$ cat config.mk
export PLATFORM = sky130hd
export DESIGN_NAME = datapath_counter
export DESIGN_NICKNAME = d
export VERILOG_FILES = /design/src/rtl/counter_pkg.sv /design/src/rtl/shift_reg_lsb.sv /design/src/rtl/datapath_counter.sv
export SDC_FILE = /design/constraint.sdc
export NUM_CORES = 1
export LEC_CHECK = 0
export ABC_AREA = 1
export BUFFER_PORTS_ARGS = -buffer_cell sky130_fd_sc_hd__clkbuf_2
export CAP_MARGIN = 15
export CORE_MARGIN = 3
export CORE_UTILIZATION = 38
export DETAILED_ROUTE_END_ITERATION = 6
export PLACE_DENSITY = 0.72
export SLEW_MARGIN = 15
export SYNTH_ARGS = -nofsm -noshare
export SYNTH_HDL_FRONTEND = slang
export SYNTH_SLANG_ARGS = --single-unit
$ cat constraint.sdc
create_clock -name clk -period 1.7 [get_ports clk]
set_input_delay 0.085 -clock clk [delete_from_list [all_inputs] [get_ports clk]]
set_output_delay 0.085 -clock clk [all_outputs]
set_load 0.02 [all_outputs]
$ cat src/rtl/counter_pkg.sv
// Definitions shared by the bit-counting controller and its datapath: count sizing
// and the strobe bit positions both sides agree on.
package counter_pkg;

    localparam int STB_W       = 4;
    localparam int STB_OUT_RST = 0;
    localparam int STB_ADD     = 1;
    localparam int STB_SFT     = 2;
    localparam int STB_DONE    = 3;

    typedef logic [STB_W-1:0] strobe_t;

    // Bits needed to hold the value `width` itself (an all-ones operand).
    function automatic int count_width(input int width);
        return $clog2(width + 1);
    endfunction

    // True when more than one strobe is active at once.
    function automatic logic strobe_conflict(input strobe_t s);
        return (s & (s - strobe_t'(1))) != '0;
    endfunction

endpackage

$ cat src/rtl/shift_reg_lsb.sv
// Operand register with parallel load and right shift, exposing |q and q[0].
// Latency: one edge for load/shift; outputs are combinational from q. No backpressure.
module shift_reg_lsb #(
    parameter int WIDTH = 8
) (
    input  logic             clk,
    input  logic             rst,
    input  logic             load,
    input  logic             shift,
    input  logic [WIDTH-1:0] d,
    output logic             any,
    output logic             lsb
);

    logic [WIDTH-1:0] q;

    // Load wins over shift; the controller never asks for both in a legal cycle.
    always_ff @(posedge clk) begin
        if (rst) begin
            q <= '0;
        end else if (load) begin
            q <= d;
        end else if (shift) begin
            q <= {1'b0, q[WIDTH-1:1]};
        end
    end

    assign any = |q;
    assign lsb = q[0];

endmodule

$ cat src/rtl/datapath_counter.sv
// Ones-counting datapath driven by the controller strobes; loads an operand over valid/ready.
// Latency: start one edge after accept, count one edge after done; din_ready only in idle with start low.
module datapath_counter
    import counter_pkg::*;
#(
    parameter int WIDTH = 8,
    parameter int CW    = count_width(WIDTH)
) (
    input  logic             clk,
    input  logic             rst,
    input  logic [WIDTH-1:0] din,
    input  logic             din_valid,
    output logic             din_ready,
    output logic             start,
    input  logic             out_rst,
    input  logic             add,
    input  logic             sft,
    input  logic             done,
    output logic             z,
    output logic             a0,
    output logic [CW-1:0]    count,
    output logic             count_valid,
    output logic             err
);

    strobe_t       stb;
    logic          accept;
    logic          proto_err;
    logic [CW-1:0] c_q;

    always_comb begin
        stb              = '0;
        stb[STB_OUT_RST] = out_rst;
        stb[STB_ADD]     = add;
        stb[STB_SFT]     = sft;
        stb[STB_DONE]    = done;
    end

    // Holding ready low during start keeps a second operand out until the controller leaves idle.
    assign din_ready = out_rst && !start;
    assign accept    = din_valid && din_ready;
    assign proto_err = strobe_conflict(stb) || (add && !a0);

    shift_reg_lsb #(
        .WIDTH (WIDTH)
    ) u_a (
        .clk   (clk),
        .rst   (rst),
        .load  (accept),
        .shift (sft),
        .d     (din),
        .any   (z),
        .lsb   (a0)
    );

    always_ff @(posedge clk) begin
        if (rst) begin
            c_q         <= '0;
            count       <= '0;
            start       <= 1'b0;
            count_valid <= 1'b0;
            err         <= 1'b0;
        end else begin
            start       <= accept;
            count_valid <= done;
            if (done) begin
                count <= c_q;
            end
            // Clear takes priority if a faulty controller pairs out_rst with add.
            if (out_rst) begin
                c_q <= '0;
            end else if (add) begin
                c_q <= c_q + CW'(1);
            end
            if (proto_err) begin
                err <= 1'b1;
            end
        end
    end

endmodule

Yosys cells after proc, flatten, opt, wreduce, memory -nomap -nowiden

Index checks and enable logic that the tools add are counted.

Add/sub/neg operators: 2
Muxes and demuxes: 2
Bitwise gates (word level): 1
Reductions and logical operators: 10

Operators with widths:

| cell                                              | count |
|---|---|
| two-way mux 8 bit                                 | 2 |
| OR reduction 8 bit                                | 1 |
| adder 4 x 1 -> 4 bit (second input constant)      | 1 |
| bitwise AND 4 bit                                 | 1 |
| nonzero test 4 bit                                | 1 |
| subtractor 4 x 1 -> 4 bit (second input constant) | 1 |
| logical AND 1 bit                                 | 3 |
| zero test 1 bit                                   | 2 |
| nonzero test 2 bit                                | 1 |
| OR reduction 2 bit                                | 1 |
| logical OR 1 bit                                  | 1 |

Register bits: 19
Input bits: 15
Output and inout bits: 10
Logic and storage cells: 21

Depth between registers and ports, before layout

Gate-level depths: netlist (run 1).

Depth after elaboration: 4
Mapped depth: 7
Depth with buffers taken out: 6

By module

From an unflattened synthesis (run 1), not the netlist that was laid out.

Cells, all modules: 127
Area total of the unflattened synthesis: 860.8 µm²

By module, submodules not included:

| module           | instances | cells an instance | area each (µm²) | seq. area each (µm²) |
|---|---|---|---|---|
| datapath_counter | 1         | 59                | 432.9           | 220.2 |
| shift_reg_lsb    | 1         | 68                | 427.9           | 160.2 |

Worst setup path after synthesis (run 1)

No wires, ideal clock.

Path kind: register to register
Start point: reg start
End point: reg u_a.q[5]
Setup time: 66 ps
Arrival: 1,005 ps
Data required time: 1,634 ps
Path slack: 629 ps
Stages on the path, launching flop included: 6
Path buffers: 1
Period minus slack after synthesis: 1,071 ps
Path through: dfxtp_1 > inv_2 > nand3_4 > buf_6 > nand3_1 > a21oi_2

Cells in the longest elaborated chain, start to end: 4
Elaborated cells between the ends (all ways): 5
Those cells by class: mux (1); reduce/logical (4)

RTL lines:

| item                                                    | RTL line               | RTL |
|---|---|---|
| from (decl)                                             | datapath_counter.sv:14 | `output logic start,` |
| from (signal assigned)                                  | datapath_counter.sv:64 | `start <= accept;` |
| zero test 1 bit (*)                                     | datapath_counter.sv:40 | `assign din_ready = out_rst && !start;` |
| logical AND 1 bit (*)                                   | datapath_counter.sv:40 |  |
| logical AND 1 bit (*)                                   | datapath_counter.sv:41 | `assign accept = din_valid && din_ready;` |
| two-way mux 8 bit or nonzero test 2 bit (tied branches) | n/a                    |  |
| to (signal assigned)                                    | shift_reg_lsb.sv:24    | `q <= {1'b0, q[WIDTH-1:1]};` |
| to (decl)                                               | shift_reg_lsb.sv:15    | `logic [WIDTH-1:0] q;` |

Every way passes the cells marked *; elsewhere a longest branch is shown, timed or not.
A chain may end at the register's enable or synchronous reset.

Final worst setup path (run 1)

Start point: reg u_a.q[3]
End point: out z

Cells in the longest elaborated chain, start to end: 1

RTL lines:

| item               | RTL line               | RTL |
|---|---|---|
| OR reduction 8 bit | shift_reg_lsb.sv:28    | `assign any = \|q;` |
| to (decl)          | datapath_counter.sv:19 | `output logic z,` |

Every way passes these cells.

==> impl_metrics.ini, run 1 <==
[timing]
tightest_slew_ns = 0.2561
timing.final.crit_share_pct = 72.73
rsz0062_at_grt = no
relSlewSlack_pct = 82.77
final-max-slew-violation-count = 0
finalSetupViolCount = 0
fin_worst_skew_ns = 0.007938
finalHoldViolations = 0
period_needed_ns = 1.236
fmax_mhz = 808.8
setup_slack_ns = 0.4636
setup_tns_ns = 0

[drt]
post_drt_wl_per_cell_um = 10.52
dr.first_iter.drc_count = 14
routed_wl_um = 1862
drt_pass1_iterations = 4
via_per_inst = 4.842
num_vias = 857
drtAntennaViolNets = 0
drc = 0

[worst_setup_path]
slowest_delay_ns = 0.33
r2r_cells = 5
path_class = reg -> out
worstPathRequired_ns = 1.62
endpoint = z
crit_cells = 3
critPathSlowestCell = dfxtp_1
critical_path.startpoint_type = flop
cp_max_fo = 3
cp_top_family = simple AND/OR/NAND/NOR gates
startpoint = u_a.q[3]
rr_startpoint = start
path_buf_inv = 1
r2r-end = u_a.q[3]
cp_cell_sequence = nor4_1 -> nand2_1 -> clkbuf_2
critPathCaptureType = output pin
regToRegSetupSlack_ns = 0.68
critPathArrivalTime_ns = 1.15

[die]
num_rows = 17
ios = 25
start_util_pct = 40.45
core_sq_mm = 0.002233
die_y_um = 54.76
die-width_um = 54.76
die_area_sq_mm = 0.002998

[logic_synthesis]
synthTopCellsByArea = dfxtp_1 42%, nand2_1 13%, inv_1 5.8%
yosysMostFrequentCell = nand2_1
yosys_warnings = 0
mappedNetlistArea_sq_um = 903.4
synth_enable_flop_cells = 0
synthFlopType = dfxtp_1
synth.distinct_cells = 20
yosys-top-cells-count = 31 x nand2_1, 19 x dfxtp_1, 14 x inv_1, 13 x nor2_1
syn-num-nets = 141
synth-async-reset-ratio_pct = 0
yosysSeqAreaShare_pct = 42.11
yosysTopAreaCellShare_pct = 42.11
syn_area_per_cell_sq_um = 7.227
ys_ff_latch = 19
syn-instance-count = 125
synth_top_area_cell = dfxtp_1

[global_routing]
grt_pass1_wl_um = 2946
grt_pass1_vias = 724
use_met1_pct = 17.00
gr-usage-all-layers_pct = 13.39
grtUsageMet3_pct = 2.997
grt_overflow_total = 0
grt_max_degree = 17
gr-max-usage-layer = met2
met2_usage_pct = 22.44
grt_antenna_before_repair = 0

[pwr]
p_total_mw = 0.8550
p_leak_nw = 0.5044
vdd_drop_max_mv = 0.4741
p_per_area_mw_per_mm2 = 813.5

[clock_network]
tritoncts = done
root_buffer = clkbuf_4
cts_made_buffers = 3
clk_pin_slew_ns = 0.10
post_cts_buffers = 0
clk_latency_ns = 0.29
htreeDepth = 1
cts_buffer_depth = 2
clock_sinks = 19

[flow_run]
drv_cap = 0

[layout]
fin_nets = 166
diodes = 0
layout-drive-gt1-share_pct = 22.15
area_delta_synth_final_pct = 16.34
final_cell_count_no_fill = 177

[run_status]
outcome = finished, final reports clean

[worst_hold_path]
min-delay-start = done
min_path_type = in -> reg

[placement]
dp_slack_ns = 0.6956
gp_congestion = 0.7651
io_buffer_count = 24
dp.cells = 172
dp_hpwl_um = 1444
## cell usage in the layout (no fill, tap or decap), types with 2 or more instances in the layout
master     n
a21oi_1    9
a21oi_2    2
clkbuf_2  24
clkbuf_4   3
dfxtp_1   19
inv_1     14
nand2_1   31
nand2_2    2
nand3_1    9
nand4_1    7
nor2_1    13
nor4_1     2
o21ai_0    6
## metrics by stage
step / util, % / hold WS, ns / instance area (sq um)
floorplan: - / 0.1785 / 903.4
global placement: 45.43 / 0.2936 / 1015
detailed placement: 45.43 / 0.2947 / 1015
CTS: 47.06 / 0.07239 / 1051
global route: 47.06 / 0.09625 / 1051
finish: 47.06 / 0.07184 / 1051
## logic make-up after synthesis
family / count (synthesis) / share of synthesized area [%]
simple gates: 67 / 34.21
compound gates: 17 / 10.25
flops: 19 / 42.10
fa+ha+maj: 1 / 1.385
buf+inv: 20 / 11.08
xor+xnor: 1 / 0.9697
## registers in the layout, indices dropped and copies added (netlist names)
register	count
c_q	4
count	4
count_valid	1
err	1
start	1
u_a.q	8
## final cells by class
cell class	count	area, sq um
repair buffers	25	130.1
flip-flops and latches	19	380.4
fillers	237	1182
clock buffers	4	26.28
well taps	28	35.03
multi-input cells	86	422.9
inverters	15	56.30
## routing by layer
metal	share of wire [%]	up-vias	routed length, um
li1	-	456	-
met1	47	378	884
met2	46	21	857
met3	5.5	2	102
met4	0.91	0	17
met5	0	-	0
## where the power goes
group / internal [mW] / switching, mW
registers: 0.468 / 0.0157
logic: 0.0551 / 0.0941
clock network: 0.0912 / 0.131
## how the worst min path moves through the flow
stage | endpoint | slack (ns) | cells past startpoint
3_5_place_dp | u_a.q[7] | 0.29 | 3
2_1_floorplan | count[2] | 0.18 | 1
3_3_place_gp | u_a.q[7] | 0.29 | 3
4_1_cts | count[2] | 0.07 | 2
5_1_grt | count[2] | 0.1 | 2
6_report | count[2] | 0.07 | 2
## what timing repair did
item	CTS	global route
hold buffers	1	0
resized for setup	0	0
endpoints found under the hold margin	1	0
endpoints found under the setup margin	0	0
Note: power is estimated with default switching activity, not from simulation.
==> run 2, diff against run 1 <==
--- a/config.mk
+++ b/config.mk
@@ -5,7 +5,7 @@
 export SDC_FILE = /design/constraint.sdc
 export NUM_CORES = 1
 export LEC_CHECK = 0
-export ABC_AREA = 1
+export ABC_AREA = 0
 export BUFFER_PORTS_ARGS = -buffer_cell sky130_fd_sc_hd__clkbuf_2
 export CAP_MARGIN = 15
 export CORE_MARGIN = 3
==> constraint.sdc (replaced) <==
create_clock -name clk -period 1.24 [get_ports clk]
set_input_delay 0.062 -clock clk [delete_from_list [all_inputs] [get_ports clk]]
set_output_delay 0.062 -clock clk [all_outputs]
set_load 0.02 [all_outputs]
==> impl_metrics.ini, run 2 <==
[logic_synthesis]
synth_top_family_by_area = simple AND/OR/NAND/NOR gates
synth_xor_area_share_pct = 3.017
synth.distinct_cells = 20
synth_compound_area_share_pct = 11.78
synthTopCellsByArea = dfxtp_1 44%, mux2i_1 15%, a211oi_2 10%
synth_enable_flop_cells = 0
synth-async-reset-ratio_pct = 0
mappedNetlistArea_sq_um = 870.8
yosysSeqAreaShare_pct = 43.68
yosysTopAreaCellShare_pct = 43.68
synthMuxAreaShare_pct = 14.94
syn-num-nets = 96
syn-instance-count = 80
yosys-top-cells-count = 19 x dfxtp_1, 15 x nor2_1, 13 x mux2i_1, 7 x a211oi_2, 4 x nor3_1
synth_simple_gate_area_share_pct = 17.67
yosysMostFrequentCell = dfxtp_1
synthFlopType = dfxtp_1
yosys.area_share.adder_pct = 2.730
ys_ff_latch = 19
syn_area_per_cell_sq_um = 10.89
yosys_warnings = 0
synth_top_area_cell = dfxtp_1

[timing]
setup_slack_ns = 0.01469
finalSetupViolCount = 0
finalHoldViolations = 0
rsz0062_at_grt = yes
final-max-slew-violation-count = 0
tightest_slew_ns = 0.4631
relSlewSlack_pct = 69.12
timing.final.crit_share_pct = 98.82
period_needed_ns = 1.225
fmax_mhz = 816.1
fin_worst_skew_ns = 0.001757

[layout]
top_regs = u_a.q x8, c_q x4, count x4
fin_nets = 122
regMostFlops = u_a.q
area_delta_synth_final_pct = 21.41
final_area_sq_mm = 0.001057
layout-drive-gt1-share_pct = 42.86
utilization_pct = 51.27
largest_reg_flops = 8
final_common_cell = clkbuf_2
most-common-layout-cells = 23 x clkbuf_2, 17 x dfxtp_1, 15 x nor2_1
diodes = 0

[pwr]
p_leak_nw = 0.4769
p_comb_share_pct = 17.6
pwr-share-clk_pct = 26.3
internal_power_mw = 0.8613
power_frac_seq_pct = 56.1
p_switching_mw = 0.3173
vdd_drop_max_mv = 0.5720
p_total_mw = 1.179
p_per_area_mw_per_mm2 = 1115
sw_frac_of_total_pct = 26.92

[clock_network]
clk_latency_ns = 0.29
cts_made_buffers = 3
tritoncts = done
htreeDepth = 1
clk_pin_slew_ns = 0.11
clock_sinks = 19
cts_buffer_depth = 2
root_buffer = clkbuf_4

[placement]
place_area_sq_um = 978.4
dp_slack_ns = 0.2527
gp_congestion = 0.6715
io_buffer_count = 24
dp_hpwl_um = 1181

[die]
die_area_sq_mm = 0.002902
ios = 25
start_util_pct = 42.23
die-width_um = 53.87
core_sq_mm = 0.002062
num_rows = 16
die_y_um = 53.87

[worst_setup_path]
critPathCaptureType = output pin
cp_max_fo = 2
cp_cell_sequence = nor4_4 -> nand2_1 -> buf_6
critical_path.startpoint_type = flop
cp_top_family = flip-flops
worstPathRequired_ns = 1.18
path_buf_inv = 1
path_class = reg -> out
slowest_delay_ns = 0.37
critPathArrivalTime_ns = 1.16
critPathSlowestCell = dfxtp_4

[global_routing]
gr-usage-all-layers_pct = 12.41
grt_max_degree = 20
grt_pass1_vias = 613
grt_antenna_before_repair = 0
grt_pass1_wl_um = 2615
grt_overflow_total = 0

[drt]
num_vias = 654
drc = 0
post_drt_wl_per_cell_um = 12.45
via_per_inst = 4.955
drt_pass1_iterations = 2
drtAntennaViolNets = 0
dr.first_iter.drc_count = 2
routed_wl_um = 1643

[worst_hold_path]
min_path_type = in -> reg

[flow_run]
drv_cap = 0

[run_status]
outcome = finished, final reports clean
-- run 2: cell types whose count changed after synthesis, sizes merged, moves of 6 or more --
cell    before  now
a211oi       0    7
a21oi       11    0
inv         15    0
mux2i        0   13
nand2       33    2
nand3       10    0
nand4        7    1
o21ai        6    0
-- run 2: worst min-delay path, stage by stage --
cell and delay, ns:
clkbuf_2 0.08, nor2_1 0.11, a211oi_2 0.05
-- run 2: final timing paths --
check                start  slack (ns)       end  cells after the start
setup reg to reg     start        0.23  u_a.q[7]                      3
hold / removal      din[1]        0.05  u_a.q[1]                      3
hold reg to reg   count[2]        0.52  count[2]                      2
setup / recovery  u_a.q[0]        0.01         z                      3
-- run 2: power groups by stage --
stage,combinational (mW),sequential (mW),clock (mW)
floorplan,0.131,0.679,0
global placement,0.180,0.672,0
detailed placement,0.184,0.673,0
CTS,0.197,0.659,0.327
global route,0.226,0.666,0.347
finish,0.207,0.662,0.310
-- run 2: cell type report --
class / count / area [sq um]
Timing Repair Buffer: 27 / 151.4
Tap cell: 27 / 33.78
Clock buffer: 4 / 26.28
Multi-Input combinational cell: 55 / 457.9
Fill cell: 211 / 1005
Sequential cell: 19 / 387.9
-- run 2: stage by stage --
step | TNS, ns | hold slack, ns | std cells
after floorplan | 0 | 0.2059 | 80
after global placement | 0 | 0.3034 | 126
after detailed placement | 0 | 0.3015 | 126
after CTS | -0.007514 | 0.04580 | 132
after global routing | -0.07287 | 0.05785 | 132
final | 0 | 0.05436 | 132
-- run 2: logic make-up after synthesis --
group                    count (synthesis)
AND/OR/NAND/NOR                         29
flip-flops                              19
multiplexers                            13
AO/OA/AOI/OAI                            8
buffers and inverters                    6
XOR/XNOR                                 3
adder cells (fa/ha/maj)                  2
-- run 2: timing repair --
| action | 4_1_cts | 5_1_grt |
|---|---|---|
| resized for setup | 5 | 5 |
| gates cloned | 0 | 0 |
| setup buffers | 1 | 0 |
| endpoints found under the hold margin | 1 | 0 |
| hold buffers | 1 | 0 |
| endpoints found under the setup margin | 1 | 1 |
| pin swaps | 0 | 2 |
-- run 2: per-layer routing --
| layer | up-vias | global-route usage [%] | share of wire, % |
|---|---|---|---|
| met4 | 0 | 6.383 | 0.37 |
| met3 | 2 | 2.493 | 5.2 |
| met5 | - | 0 | 0 |
| met1 | 308 | 15.01 | 43 |
| met2 | 14 | 20.56 | 51 |
| li1 | 330 | - | - |
==> run 3, diff against run 2 <==
--- a/config.mk
+++ b/config.mk
@@ -11,8 +11,9 @@
 export CORE_MARGIN = 3
 export CORE_UTILIZATION = 38
 export DETAILED_ROUTE_END_ITERATION = 6
-export PLACE_DENSITY = 0.72
+export PLACE_DENSITY = 0.62
 export SLEW_MARGIN = 15
 export SYNTH_ARGS = -nofsm -noshare
 export SYNTH_HDL_FRONTEND = slang
+export SYNTH_HIERARCHICAL = 1
 export SYNTH_SLANG_ARGS = --single-unit
==> impl_metrics.ini, run 3 <==
[logic_synthesis]
synthFlopType = dfxtp_1
mappedNetlistArea_sq_um = 830.8
synthTopCellsByArea = dfxtp_1 46%, mux2i_1 14%, a211oi_1 6.3%
synth_top_area_cell = dfxtp_1
synth-async-reset-ratio_pct = 0
synth_enable_flop_cells = 0
yosysTopAreaCellShare_pct = 45.78
yosys.area_share.adder_pct = 2.861
yosys_warnings = 6
synthMuxAreaShare_pct = 14.46
syn-instance-count = 78
yosysMostFrequentCell = dfxtp_1
synth_xor_area_share_pct = 3.163
synth_top_family_by_area = simple AND/OR/NAND/NOR gates
ys_ff_latch = 19
synth.distinct_cells = 24
synth_compound_area_share_pct = 8.434
yosys-top-cells-count = 19 x dfxtp_1, 12 x mux2i_1, 8 x nor2b_1, 7 x a211oi_1
syn-num-nets = 94
synth_simple_gate_area_share_pct = 20.33
syn_area_per_cell_sq_um = 10.65
yosysSeqAreaShare_pct = 45.78

[pwr]
p_leak_nw = 0.4423
sw_frac_of_total_pct = 26.30
p_total_mw = 1.153
pwr-share-clk_pct = 26.6
p_comb_share_pct = 16.0
vdd_drop_max_mv = 0.5169
internal_power_mw = 0.8499
p_switching_mw = 0.3033
p_per_area_mw_per_mm2 = 1127
power_frac_seq_pct = 57.5

[worst_setup_path]
path_class = reg -> reg
cp_cell_sequence = and2b_2 -> and2_4 -> or3b_1 -> a21oi_1
r2r-end = u_a/q[7]
critPathArrivalTime_ns = 1.48
r2r_cells = 4
path_buf_inv = 0
worstPathRequired_ns = 1.46
critPathSlowestCell = dfxtp_4
regToRegSetupSlack_ns = -0.02
critPathCaptureType = flop
rr_startpoint = start
startpoint = start
critical_path.startpoint_type = flop
slowest_delay_ns = 0.35
cp_top_family = simple AND/OR/NAND/NOR gates
cp_max_fo = 11

[timing]
setup_tns_ns = -0.01630
rsz0062_at_grt = yes
period_needed_ns = 1.256
fin_worst_skew_ns = 0.001989
relSlewSlack_pct = 69.47
setup_slack_ns = -0.01630
timing.final.crit_share_pct = 101.3
finalSetupViolCount = 1
timing.hold.ws_ns = 0.03607
final-max-slew-violation-count = 0
fmax_mhz = 796.0
tightest_slew_ns = 0.4579
finalHoldViolations = 0

[placement]
place_area_sq_um = 960.9
dp.cells = 126
dp_slack_ns = -0.008133
io_buffer_count = 24
gp_congestion = 0.6990

[layout]
utilization_pct = 50.62
regMostFlops = u_a/q
largest_reg_flops = 8
top_regs = u_a/q x8, c_q x4, count x4
diodes = 0
area_delta_synth_final_pct = 23.19
final_common_cell = clkbuf_2
fin_nets = 121
final_cell_count_no_fill = 131
most-common-layout-cells = 23 x clkbuf_2, 17 x dfxtp_1, 12 x mux2i_1
layout-drive-gt1-share_pct = 37.50
final_area_sq_mm = 0.001023

[clock_network]
htreeDepth = 1
post_cts_buffers = 0
clk_pin_slew_ns = 0.10
tritoncts = done
clk_latency_ns = 0.29
clock_sinks = 19
cts_buffer_depth = 2
root_buffer = clkbuf_4
cts_made_buffers = 3

[global_routing]
grt_pass1_vias = 649
grt_pass1_wl_um = 2656
grt_antenna_before_repair = 0
gr-usage-all-layers_pct = 12.94
grt_overflow_total = 0
grt_max_degree = 20

[drt]
via_per_inst = 5.145
drt_pass1_iterations = 4
num_vias = 674
dr.first_iter.drc_count = 3
drc = 0
post_drt_wl_per_cell_um = 12.30
drtAntennaViolNets = 0
routed_wl_um = 1611

[die]
die-width_um = 52.76
num_rows = 16
ios = 25
die_area_sq_mm = 0.002783
die_y_um = 52.76
core_sq_mm = 0.002022
start_util_pct = 41.09

[flow_run]
drv_cap = 0

[worst_hold_path]
min_to = u_a/q[3]
min-delay-start = din[3]
min_path_type = in -> reg
holdPathStages = 3

[run_status]
violations = negative setup slack
outcome = complete, but fails checks
-- run 3: cell types whose count changed after synthesis, moves of 2 or more --
cell	previous run	this run
a211oi_1	0	7
nor2_1	15	4
buf_4	2	0
a211oi_2	7	1
nor2b_1	2	8
-- run 3: worst max path at each step --
stage	to	slack, ns	depth (start not counted)
after floorplan	u_a/q[7]	-0.07	4
after global routing	u_a/q[7]	-0.07	4
after CTS	u_a/q[7]	-0.03	4
after global placement	u_a/q[7]	0.03	4
final	u_a/q[7]	-0.02	4
after detailed placement	u_a/q[7]	-0.008	4
-- run 3: power by group through the flow --
| stage | logic [mW] | registers [mW] | clock network [mW] |
|---|---|---|---|
| floorplan | 0.109 | 0.678 | 0 |
| global placement | 0.171 | 0.670 | 0 |
| detailed placement | 0.173 | 0.671 | 0 |
| CTS | 0.176 | 0.659 | 0.316 |
| global route | 0.203 | 0.666 | 0.338 |
| finish | 0.184 | 0.663 | 0.306 |
-- run 3: logic make-up after synthesis --
family / after synthesis
simple gates: 28
fa+ha+maj: 2
mux: 12
xor+xnor: 3
compound gates: 9
flops: 19
buf+inv: 5
-- run 3: area by class of cell --
| class | instances | area, sq um |
|---|---|---|
| fill | 208 | 998.5 |
| multi-input combinational | 54 | 436.7 |
| inverter | 1 | 3.754 |
| tap | 27 | 33.78 |
| timing repair buffer | 26 | 137.6 |
| sequential | 19 | 385.4 |
| clock buffer | 4 | 26.28 |
-- run 3: worst min-delay path, delay by kind of cell --
kind	cells	cell delay, ns
buffers and inverters	1	0.08
and+or+nand+nor	1	0.09
AOI/OAI and AO/OA	1	0.05
-- run 3: per-layer routing --
metal / GRT usage (%) / vias up / routed length (um)
li1: - / 330 / -
met2: 20.87 / 17 / 725
met3: 2.564 / 2 / 75
met1: 16.70 / 325 / 792
met4: 5.106 / 0 / 17
met5: 0 / - / 0
-- run 3: repair_timing --
action,4_1_cts,5_1_grt
endpoints found under the setup margin,2,7
hold buffers,0,1
gates resized for setup,2,4
endpoints found under the hold margin,0,1
